[src/rtl/player_pkg.sv]
`default_nettype none
// +-----------------------------------------------------------------+
// | player_pkg: motion state, facing codes and signed saturation.   |
// | Rev 1.0                                                         |
// +-----------------------------------------------------------------+
package player_pkg;

  typedef enum logic [1:0] {
    SPAWN  = 2'd0,
    GROUND = 2'd1,
    AIR    = 2'd2,
    DEAD   = 2'd3
  } mstate_t;

  localparam logic FACE_RIGHT = 1'b0;
  localparam logic FACE_LEFT  = 1'b1;

  // Working width for velocity arithmetic, wide enough for kick + steps.
  localparam int SAT_W = 16;

  function automatic logic signed [SAT_W-1:0] sat_s(
    input logic signed [SAT_W-1:0] v,
    input int                      lim
  );
    logic signed [SAT_W-1:0] l;
    l = SAT_W'(lim);
    if (v > l)       return l;
    else if (v < -l) return -l;
    return v;
  endfunction

endpackage
`default_nettype wire

[src/rtl/tick_divider.sv]
`default_nettype none
// +-----------------------------------------------------------------+
// | tick_divider: frame-tick period counter, wrapping or saturating.|
// | Rev 1.0                                                         |
// +-----------------------------------------------------------------+
module tick_divider #(
  parameter int PERIOD   = 6,
  parameter bit SATURATE = 1'b0
) (
  input  logic clk,
  input  logic reset,
  input  logic tick,
  input  logic clear,
  output logic fire
);

  localparam int               CNT_W = (PERIOD > 1) ? $clog2(PERIOD) : 1;
  localparam logic [CNT_W-1:0] LAST  = CNT_W'(PERIOD - 1);

  logic [CNT_W-1:0] count;

  assign fire = (count == LAST);

  always_ff @(posedge clk) begin
    if (!reset) begin
      count <= '0;
    end else if (tick) begin
      if (SATURATE) begin
        // Holds at LAST until an explicit clear (a jump) consumes it.
        if (clear)      count <= '0;
        else if (!fire) count <= count + CNT_W'(1);
      end else begin
        count <= fire ? '0 : count + CNT_W'(1);
      end
    end
  end

endmodule
`default_nettype wire

[src/rtl/player_kinematics.sv]
`default_nettype none
// +-----------------------------------------------------------------+
// | player_kinematics: per-frame motion core for one player sprite. |
// | Rev 1.0                                                         |
// +-----------------------------------------------------------------+
module player_kinematics
  import player_pkg::*;
#(
  parameter int POS_W        = 10,
  parameter int VEL_W        = 6,
  parameter int V_MAX        = 7,
  parameter int GRAV_PERIOD  = 6,
  parameter int MOVE_PERIOD  = 6,
  parameter int JUMP_PERIOD  = 32,
  parameter int JUMP_IMPULSE = 4,
  parameter int X_MIN        = 5,
  parameter int X_MAX        = 634,
  parameter int Y_MIN        = 5,
  parameter int Y_MAX        = 474,
  parameter int X_INIT       = 128,
  parameter int Y_INIT       = 200,
  parameter int X_SPACING    = 128,
  parameter int ID_W         = 1
) (
  input  logic                    clk,
  input  logic                    reset,
  input  logic                    frame_tick,
  input  logic [ID_W-1:0]         id,
  input  logic                    mv_left,
  input  logic                    mv_right,
  input  logic                    mv_jump,
  input  logic                    floor,
  input  logic                    ceil,
  input  logic                    wall_l,
  input  logic                    wall_r,
  input  logic                    kick_valid,
  input  logic signed [VEL_W-1:0] kick_vx,
  input  logic signed [VEL_W-1:0] kick_vy,
  input  logic                    dead,
  input  logic                    respawn,
  output logic [POS_W-1:0]        x_pos,
  output logic [POS_W-1:0]        y_pos,
  output logic signed [VEL_W-1:0] x_vel,
  output logic signed [VEL_W-1:0] y_vel,
  output mstate_t                 state,
  output logic                    facing,
  output logic                    upd
);

  localparam int PW = POS_W + 2;
  localparam logic signed [PW-1:0]    XMIN_S = PW'(X_MIN);
  localparam logic signed [PW-1:0]    XMAX_S = PW'(X_MAX);
  localparam logic signed [PW-1:0]    YMIN_S = PW'(Y_MIN);
  localparam logic signed [PW-1:0]    YMAX_S = PW'(Y_MAX);
  localparam logic signed [SAT_W-1:0] ONE    = SAT_W'(1);
  localparam logic signed [SAT_W-1:0] ZERO   = '0;

  logic [POS_W-1:0]        spawn_x;
  logic                    grav_fire, move_fire, jump_ready, jump_now;
  logic [POS_W-1:0]        nx, ny;
  logic signed [VEL_W-1:0] nvx, nvy;
  mstate_t                 nstate;
  logic                    nface;
  logic signed [SAT_W-1:0] wvx, wvy;
  logic signed [PW-1:0]    px, py;

  assign spawn_x = POS_W'(X_INIT + int'(id) * X_SPACING);

  tick_divider #(.PERIOD(GRAV_PERIOD), .SATURATE(1'b0)) u_grav (
    .clk(clk), .reset(reset), .tick(frame_tick), .clear(1'b0), .fire(grav_fire)
  );
  tick_divider #(.PERIOD(MOVE_PERIOD), .SATURATE(1'b0)) u_move (
    .clk(clk), .reset(reset), .tick(frame_tick), .clear(1'b0), .fire(move_fire)
  );
  tick_divider #(.PERIOD(JUMP_PERIOD), .SATURATE(1'b1)) u_jump (
    .clk(clk), .reset(reset), .tick(frame_tick), .clear(jump_now), .fire(jump_ready)
  );

  always_comb begin
    nx       = x_pos;
    ny       = y_pos;
    nvx      = x_vel;
    nvy      = y_vel;
    nstate   = state;
    nface    = facing;
    jump_now = 1'b0;
    wvx      = SAT_W'(x_vel);
    wvy      = SAT_W'(y_vel);
    px       = '0;
    py       = '0;

    if (frame_tick) begin
      if (dead) begin
        nstate = DEAD;
        nvx    = '0;
        nvy    = '0;
      end else if (state == DEAD) begin
        if (respawn) begin
          nx     = spawn_x;
          ny     = POS_W'(Y_INIT);
          nstate = SPAWN;
        end
      end else begin
        if (mv_left && !mv_right)      nface = FACE_LEFT;
        else if (mv_right && !mv_left) nface = FACE_RIGHT;

        if (state == SPAWN) begin
          nstate = AIR;
        end else begin
          if (kick_valid) begin
            wvx = wvx + SAT_W'(kick_vx);
            wvy = wvy + SAT_W'(kick_vy);
          end
          if (grav_fire && !floor) wvy = wvy + ONE;
          if (move_fire) begin
            if (mv_left != mv_right)   wvx = mv_left ? wvx - ONE : wvx + ONE;
            else if (!mv_left && state == GROUND) wvx = ZERO;
          end
          if (mv_jump && state == GROUND && jump_ready) begin
            wvy      = -SAT_W'(JUMP_IMPULSE);
            jump_now = 1'b1;
          end

          if (floor && wvy > ZERO)  wvy = ZERO;
          if (ceil && wvy < ZERO)   wvy = ONE;
          if (wall_l && wvx < ZERO) wvx = ZERO;
          if (wall_r && wvx > ZERO) wvx = ZERO;

          wvx = sat_s(wvx, V_MAX);
          wvy = sat_s(wvy, V_MAX);

          // A screen-edge hit stops motion on that axis.
          px = $signed({2'b00, x_pos}) + PW'(wvx);
          py = $signed({2'b00, y_pos}) + PW'(wvy);
          if (px < XMIN_S)      begin nx = POS_W'(X_MIN); wvx = ZERO; end
          else if (px > XMAX_S) begin nx = POS_W'(X_MAX); wvx = ZERO; end
          else                        nx = px[POS_W-1:0];
          if (py < YMIN_S)      begin ny = POS_W'(Y_MIN); wvy = ZERO; end
          else if (py > YMAX_S) begin ny = POS_W'(Y_MAX); wvy = ZERO; end
          else                        ny = py[POS_W-1:0];

          nvx    = VEL_W'(wvx);
          nvy    = VEL_W'(wvy);
          nstate = (floor && wvy >= ZERO && !jump_now && !kick_valid) ? GROUND : AIR;
        end
      end
    end
  end

  always_ff @(posedge clk) begin
    if (!reset) begin
      x_pos  <= spawn_x;
      y_pos  <= POS_W'(Y_INIT);
      x_vel  <= '0;
      y_vel  <= '0;
      state  <= SPAWN;
      facing <= FACE_RIGHT;
      upd    <= 1'b0;
    end else begin
      x_pos  <= nx;
      y_pos  <= ny;
      x_vel  <= nvx;
      y_vel  <= nvy;
      state  <= nstate;
      facing <= nface;
      upd    <= frame_tick;
    end
  end

endmodule
`default_nettype wire
[config.mk]
export PLATFORM = sky130hd
export DESIGN_NAME = player_kinematics
export DESIGN_NICKNAME = d
export VERILOG_FILES = /design/src/rtl/player_pkg.sv /design/src/rtl/tick_divider.sv /design/src/rtl/player_kinematics.sv
export SDC_FILE = /design/constraint.sdc
export NUM_CORES = 1
export LEC_CHECK = 0
export ABC_AREA = 1
export ABC_CLOCK_PERIOD_IN_PS = 5600
export BUFFER_PORTS_ARGS = -buffer_cell sky130_fd_sc_hd__buf_2
export CORE_MARGIN = 2
export CORE_UTILIZATION = 45
export DETAILED_ROUTE_END_ITERATION = 10
export PLACE_DENSITY = 0.7
export SLEW_MARGIN = 20
export SYNTH_ARGS = -nofsm -noshare
export SYNTH_HDL_FRONTEND = slang
export SYNTH_SLANG_ARGS = --single-unit
[constraint.sdc]
create_clock -name clk -period 5.6 [get_ports clk]
set_input_delay 0.56 -clock clk [delete_from_list [all_inputs] [get_ports clk]]
set_output_delay 0.56 -clock clk [all_outputs]
set_load 0.005 [all_outputs]
==> run_results.csv, run 1 <==
group,metric,value,unit
run_status,status,"finished with violations",
run_status,violations,"negative setup slack",
clock_network,cts_htree_levels,2,
timing,max_freq,0.1682,GHz
routing,num_vias,5919,
clock_network,cts_root_buffer,"clkbuf_8",
power_and_ir_drop,ir_worst_vdd,0.0001145,V
die,coreArea,10890,um2
clock_network,cts_sinks,47,
synthesis,yosysWarnings,0,
synthesis,synth_cell_types,51,
die,dieArea,12110,um2
setup_path,max_stage_delay,370,ps
power_and_ir_drop,leakagePower,3.784,nW
timing,slew_headroom,0.5515,
setup_path,start_kind,"flip-flop",
clock_network,cts_buffers,5,
timing,post-route-period-util,1.062,
clock_network,clock_latency,300,ps
clock_network,clkTransAtPathRegs,90,ps
grt,grt_pass1_wl,23250,um
routing,routed_wl,15280,um
synthesis,synth_area_leaders,"dfxtp_1 15%, nand2_1 13%, ha_1 11%",
synthesis,syn_inst,783,
routing,ant_nets,0,
die,pin_count,62,
timing,rsz0062_at_grt,"yes",
setup_path,critPathKind,"reg2reg",
clock_network,cts_buffer_depth,2,
synthesis,ys_ff_latch,47,
routing,route.detailed.drc,0,
setup_path,endpoint_kind,"flip-flop",
setup_path,required,5650,ps
routing,viasPerCell,5.192,
synthesis,syn-num-nets,860,
setup_path,critPathMaxFanout,6,
timing,final.min_clock_period,5946,ps
synthesis,ys_seq_area_frac,0.2056,
synthesis,syn_avg_cell_area,6.465,um2
grt,grt_usage,0.2377,
timing,tightest_slew,667.7,ps
die,die_w,110.1,um
routing,drt_iter0_markers,401,
flow_run,cap_violations,0,
setup_path,crit_top_cell,"buf_4",
synthesis,syn_area,5062,um2
clock_network,cts_tree,"yes",
finish,drive_gt1_frac,0.4004,
power_and_ir_drop,p_per_area,203.4,nW/um2
setup_path,cp.arrival,5990,ps
grt,first_global_vias,5294,
placed_design,gp_congestion,0.8673,
die,start_util,0.4650,
timing,final_hold_viol_count,0,
routing,firstDrtPassIters,5,
timing,postLayoutSetupSlackWorst,-346.1,ps
timing,setup_viol,16,
grt,grt_start_max_net_pins,21,
die,std_cell_rows,38,
min_path,hold_path_class,"reg2reg",
finish,area_growth,46.24,%
synthesis,synth_top_area_cell,"dfxtp_1",
placed_design,port_buffers,61,
grt,antenna_found_initial,2,
routing,avgRoutedWirePerCell,13.40,um
grt,grt_overflow,0,
timing,holdWs,452.6,ps
die,dieHeight,110.1,um
timing,clock_skew,4.271,ps
timing,maxSlewViolCount,0,
timing,setup_tns,-4707,ps
synthesis,synth_top_area_frac,0.1463,
finish,fillers,921,
setup_path,slowest_stage,"dfxtp_2",
placed_design,place_hpwl,11100,um
finish,final_nets,1075,
-- critical path: cells and delay by family (launching register included) --
family | cells | cell delay, ps
buf+inv | 11 | 1200
fa+ha+maj | 4 | 970
flops | 1 | 370
compound gates | 10 | 1470
simple gates | 19 | 1710
-- registers in the layout, indices dropped and copies added (netlist names) --
name          cells
u_grav.count      3
upd               1
state             2
x_pos            10
x_vel             6
u_move.count      3
u_jump.count      5
y_vel             6
y_pos            10
facing            1
-- through the flow --
stage            util  instances  cell area [um2]  worst slack [ps]  total power, mW
2_1_floorplan       -        783             5119             13.32           0.8068
3_3_place_gp   0.5860       1086             6380            -659.5            1.079
3_5_place_dp   0.5860       1086             6380            -707.6            1.086
4_1_cts        0.6235       1122             6789            -226.9            1.372
5_1_grt        0.6800       1140             7403            -614.9            1.613
6_report       0.6800       1140             7403            -346.1            1.506
-- layer usage --
layer	global-route usage	wire length (um)	vias to the layer above
met1	0.3137	6871	2754
met4	0.05606	259	0
met5	0	0	-
met2	0.4124	7525	129
met3	0.02939	620	26
li1	-	-	3010
-- where the power goes --
part           switching, mW  total [mW]  leakage [nW]  internal [mW]
sequential            0.0271       0.405         0.405          0.378
clock                  0.119       0.220        0.0474          0.101
combinational          0.463       0.881          3.33          0.418
total                  0.609        1.51          3.78          0.897
-- what timing repair did --
item / in CTS / in global routing
setup buffers: 28 / 18
setup endpoints to repair: 16 / 33
resized for setup: 25 / 109
hold buffers: 0 / 0
pin swaps: 25 / 78
-- Yosys cell counts, drive strengths merged --
| library cell | count |
|---|---|
| nand2 | 194 |
| inv | 141 |
| a21oi | 73 |
| nand3 | 63 |
| nor2 | 59 |
| o21ai | 51 |
| ha | 44 |
| dfxtp | 37 |
| nand4 | 18 |
| nor3 | 14 |
| xor2 | 13 |
| edfxtp | 10 |
| fa | 7 |
| xnor2 | 7 |
| clkbuf | 5 |
| nor4 | 5 |
| a31oi | 4 |
| nand3b | 4 |
| o211ai | 4 |
| o21bai | 4 |
| or2 | 4 |
| buf | 3 |
| o22ai | 3 |
| a211oi | 2 |
| a21o | 2 |
| clkinv | 2 |
| o221ai | 2 |
| o31ai | 2 |
| a22o | 1 |
| a311oi | 1 |
| and2 | 1 |
| and3 | 1 |
| o2111ai | 1 |
| o22a | 1 |
-- area by class of cell --
cell class                      count  area [um2]  share of cell area
Sequential cell                    47        1042              0.1408
Clock inverter                      2       16.27            0.002197
Inverter                          143       536.8             0.07250
Timing Repair Buffer              216        1475              0.1993
Multi-Input combinational cell    585        4073              0.5501
Antenna cell                        1       2.502           0.0003380
Clock buffer                        6       82.58             0.01115
Tap cell                          140       175.2             0.02366
-- worst paths after layout --
check	start	endpoint	slack (ps)	depth (start not counted)
setup / recovery	x_vel[0]	x_pos[7]	-350	44
hold / removal	y_pos[9]	y_pos[9]	450	2
setup reg to reg	x_vel[0]	x_pos[7]	-350	44
hold reg to reg	y_pos[9]	y_pos[9]	450	2
-- cell families (layout without fill, tap and decap cells) --
family                     Yosys count  in the layout  share of synthesized area
and+or+nand+nor                    363            363                     0.3393
AOI/OAI and AO/OA                  151            151                     0.1691
buffers and inverters              151            367                     0.1149
adders and majority gates           51             51                     0.1364
DFF                                 47             47                     0.2056
xor gates and xnor gates            20             20                    0.03460
other                                0              1                          0
-- placed cells by master (no fill, tap or decap), types with 4 or more instances in the layout --
cell type	n
nor2_4	7
fa_2	5
nor3_2	4
inv_2	19
buf_4	155
nor3_1	9
a21oi_1	57
inv_1	122
nand4_1	17
buf_2	60
nand2_1	146
ha_4	14
nand3b_1	4
nor2_1	44
o21ai_0	22
o21ai_2	13
xnor2_1	7
dfxtp_1	36
xor2_1	12
o21ai_1	14
nand2_4	8
edfxtp_1	10
nand3_1	39
nand3_2	22
clkbuf_8	6
a21oi_2	16
ha_1	29
nor2_2	8
o211ai_1	4
nand2_2	39
Note: power is estimated with default switching activity, not from simulation.
==> run 2: changes to the inputs <==
--- a/config.mk
+++ b/config.mk
@@ -12,6 +12,7 @@
 export CORE_UTILIZATION = 45
 export DETAILED_ROUTE_END_ITERATION = 10
 export PLACE_DENSITY = 0.7
+export RECOVER_POWER = 100
 export SLEW_MARGIN = 20
 export SYNTH_ARGS = -nofsm -noshare
 export SYNTH_HDL_FRONTEND = slang
==> run 2 against run 1 <==
Effect of this change: the flow still finishes with violations (negative setup slack); register-to-register slack about the same; core utilization is 0.29 points lower; non-clock buffer count did not move; first-iteration DRC count down 7.7%; combinational power barely moved; setup slack gained 8.5 ps; die area unchanged; largest power group unchanged; highest routed layer unchanged.
==> run_results.csv, run 2 (synthesis results as in run 1) <==
group,metric,value,unit
placed_design,place_hpwl,11100,um
setup_path,cp.arrival,5990,ps
grt,first_global_vias,5294,
flow_run,cap_violations,0,
clock_network,cts_buffers,5,
clock_network,clkTransAtPathRegs,90,ps
run_status,status,"finished with violations",
clock_network,clock_latency,300,ps
grt,grt_overflow,0,
finish,antennaDiodeCount,0,
setup_path,endpoint_kind,"flip-flop",
setup_path,crit_top_cell,"buf_4",
clock_network,cts_buffer_depth,2,
timing,slew_headroom,0.5486,
setup_path,critical-path-top-delay-family,"simple AND/OR/NAND/NOR gates",
power_and_ir_drop,leakagePower,3.722,nW
die,std_cell_rows,38,
die,start_util,0.4650,
timing,maxSlewViolCount,0,
timing,postLayoutSetupSlackWorst,-337.6,ps
placed_design,port_buffers,61,
setup_path,required,5650,ps
die,dieHeight,110.1,um
placed_design,post_dp_cell_area,6380,um2
routing,drt_iter0_markers,370,
clock_network,cts_htree_levels,2,
routing,viasPerCell,5.191,
routing,firstDrtPassIters,5,
routing,routed_wl,15230,um
timing,post-route-period-util,1.060,
placed_design,gp_congestion,0.8673,
finish,layout_commonest_cell,"buf_4",
finish,top_regs,"x_pos x10, y_pos x10",
finish,area_growth,45.63,%
routing,avgRoutedWirePerCell,13.37,um
die,pin_count,62,
clock_network,cts_hold_buf,0,
timing,clock_skew,5.155,ps
finish,layout_common_cells,"153 x buf_4, 146 x nand2_1, 122 x inv_1",
grt,grt_usage,0.2377,
routing,ant_nets,0,
timing,final_hold_viol_count,0,
setup_path,slowest_stage,"dfxtp_2",
die,dieArea,12110,um2
grt,grt_pass1_wl,23250,um
routing,num_vias,5912,
clock_network,cts_root_buffer,"clkbuf_8",
timing,rsz0062_at_grt,"yes",
setup_path,critPathBufInv,11,
die,die_w,110.1,um
setup_path,critPathKind,"reg2reg",
routing,route.detailed.drc,0,
clock_network,cts_sinks,47,
timing,tightest_slew,671.9,ps
setup_path,max_stage_delay,370,ps
finish,fillers,929,
run_status,violations,"negative setup slack",
timing,holdWs,454.2,ps
clock_network,cts_tree,"yes",
power_and_ir_drop,p_per_area,203.9,nW/um2
finish,final_nets,1075,
grt,antenna_found_initial,1,
finish,drive_gt1_frac,0.3814,
min_path,hold_path_class,"reg2reg",
setup_path,critPathMaxFanout,6,
grt,grt_start_max_net_pins,21,
setup_path,start_kind,"flip-flop",
finish,design_area,7372,um2
timing,max_freq,0.1684,GHz
timing,final.min_clock_period,5938,ps
die,coreArea,10890,um2
power_and_ir_drop,ir_worst_vdd,0.0001155,V
timing,setup_viol,16,
[run 2: cell count changes in the layout (fill, tap and decap cells not counted), sizes merged]
cell    change
buf        -19
clkbuf     +19
diode       -1
[run 2: power by group]
group	switching, mW	total (mW)	leakage, nW	internal (mW)
registers	0.0275	0.405	0.405	0.378
logic	0.463	0.878	3.27	0.415
clock network	0.119	0.220	0.0474	0.101
[run 2: layout make-up]
type / count / area (um2) / share of cell area
Multi-Input combinational cell: 585 / 4073 / 0.5524
Clock buffer: 6 / 82.58 / 0.01120
Timing Repair Buffer: 216 / 1446 / 0.1962
Tap cell: 140 / 175.2 / 0.02376
Clock inverter: 2 / 16.27 / 0.002206
Inverter: 143 / 536.8 / 0.07281
Sequential cell: 47 / 1042 / 0.1414
[run 2: final timing paths]
path | to | slack [ps] | from | cells past startpoint
worst min-delay path | y_pos[9] | 450 | y_pos[9] | 2
worst max register to register | x_pos[7] | -340 | x_vel[0] | 44
worst min register to register | y_pos[9] | 450 | y_pos[9] | 2
worst max-delay path | x_pos[7] | -340 | x_vel[0] | 44
[run 2: per-layer routing]
metal,global-route usage,wire length [um],up-vias
met2,0.4124,7454,136
met1,0.3137,6829,2740
met3,0.02939,662,29
met4,0.05606,284,0
met5,0,0,-
li1,-,-,3007
[run 2: per-stage QoR]
step	utilization	total power [mW]	worst slack [ps]	instances	TNS, ps
final	0.6771	1.503	-337.6	1139	-4597
after global routing	0.6771	1.610	-614.9	1139	-10460
after global placement	0.5860	1.079	-659.5	1086	-12930
after CTS	0.6235	1.372	-226.9	1122	-3111
after detailed placement	0.5860	1.086	-707.6	1086	-13980
after floorplan	-	0.8068	13.32	783	0
[run 2: what timing repair did]
action                                  4_1_cts  5_1_grt
resized for setup                            25      109
endpoints found under the hold margin         0        0
endpoints found under the setup margin       16       33
buffers inserted                             28       18
pin swaps                                    25       78
[run 2: worst reg2reg max path, delay by kind of cell, from the launching register on]
family          cells  cell delay, ps
flops               1             370
simple gates       19            1710
fa+ha+maj           4             970
buf+inv            11            1200
compound gates     10            1470
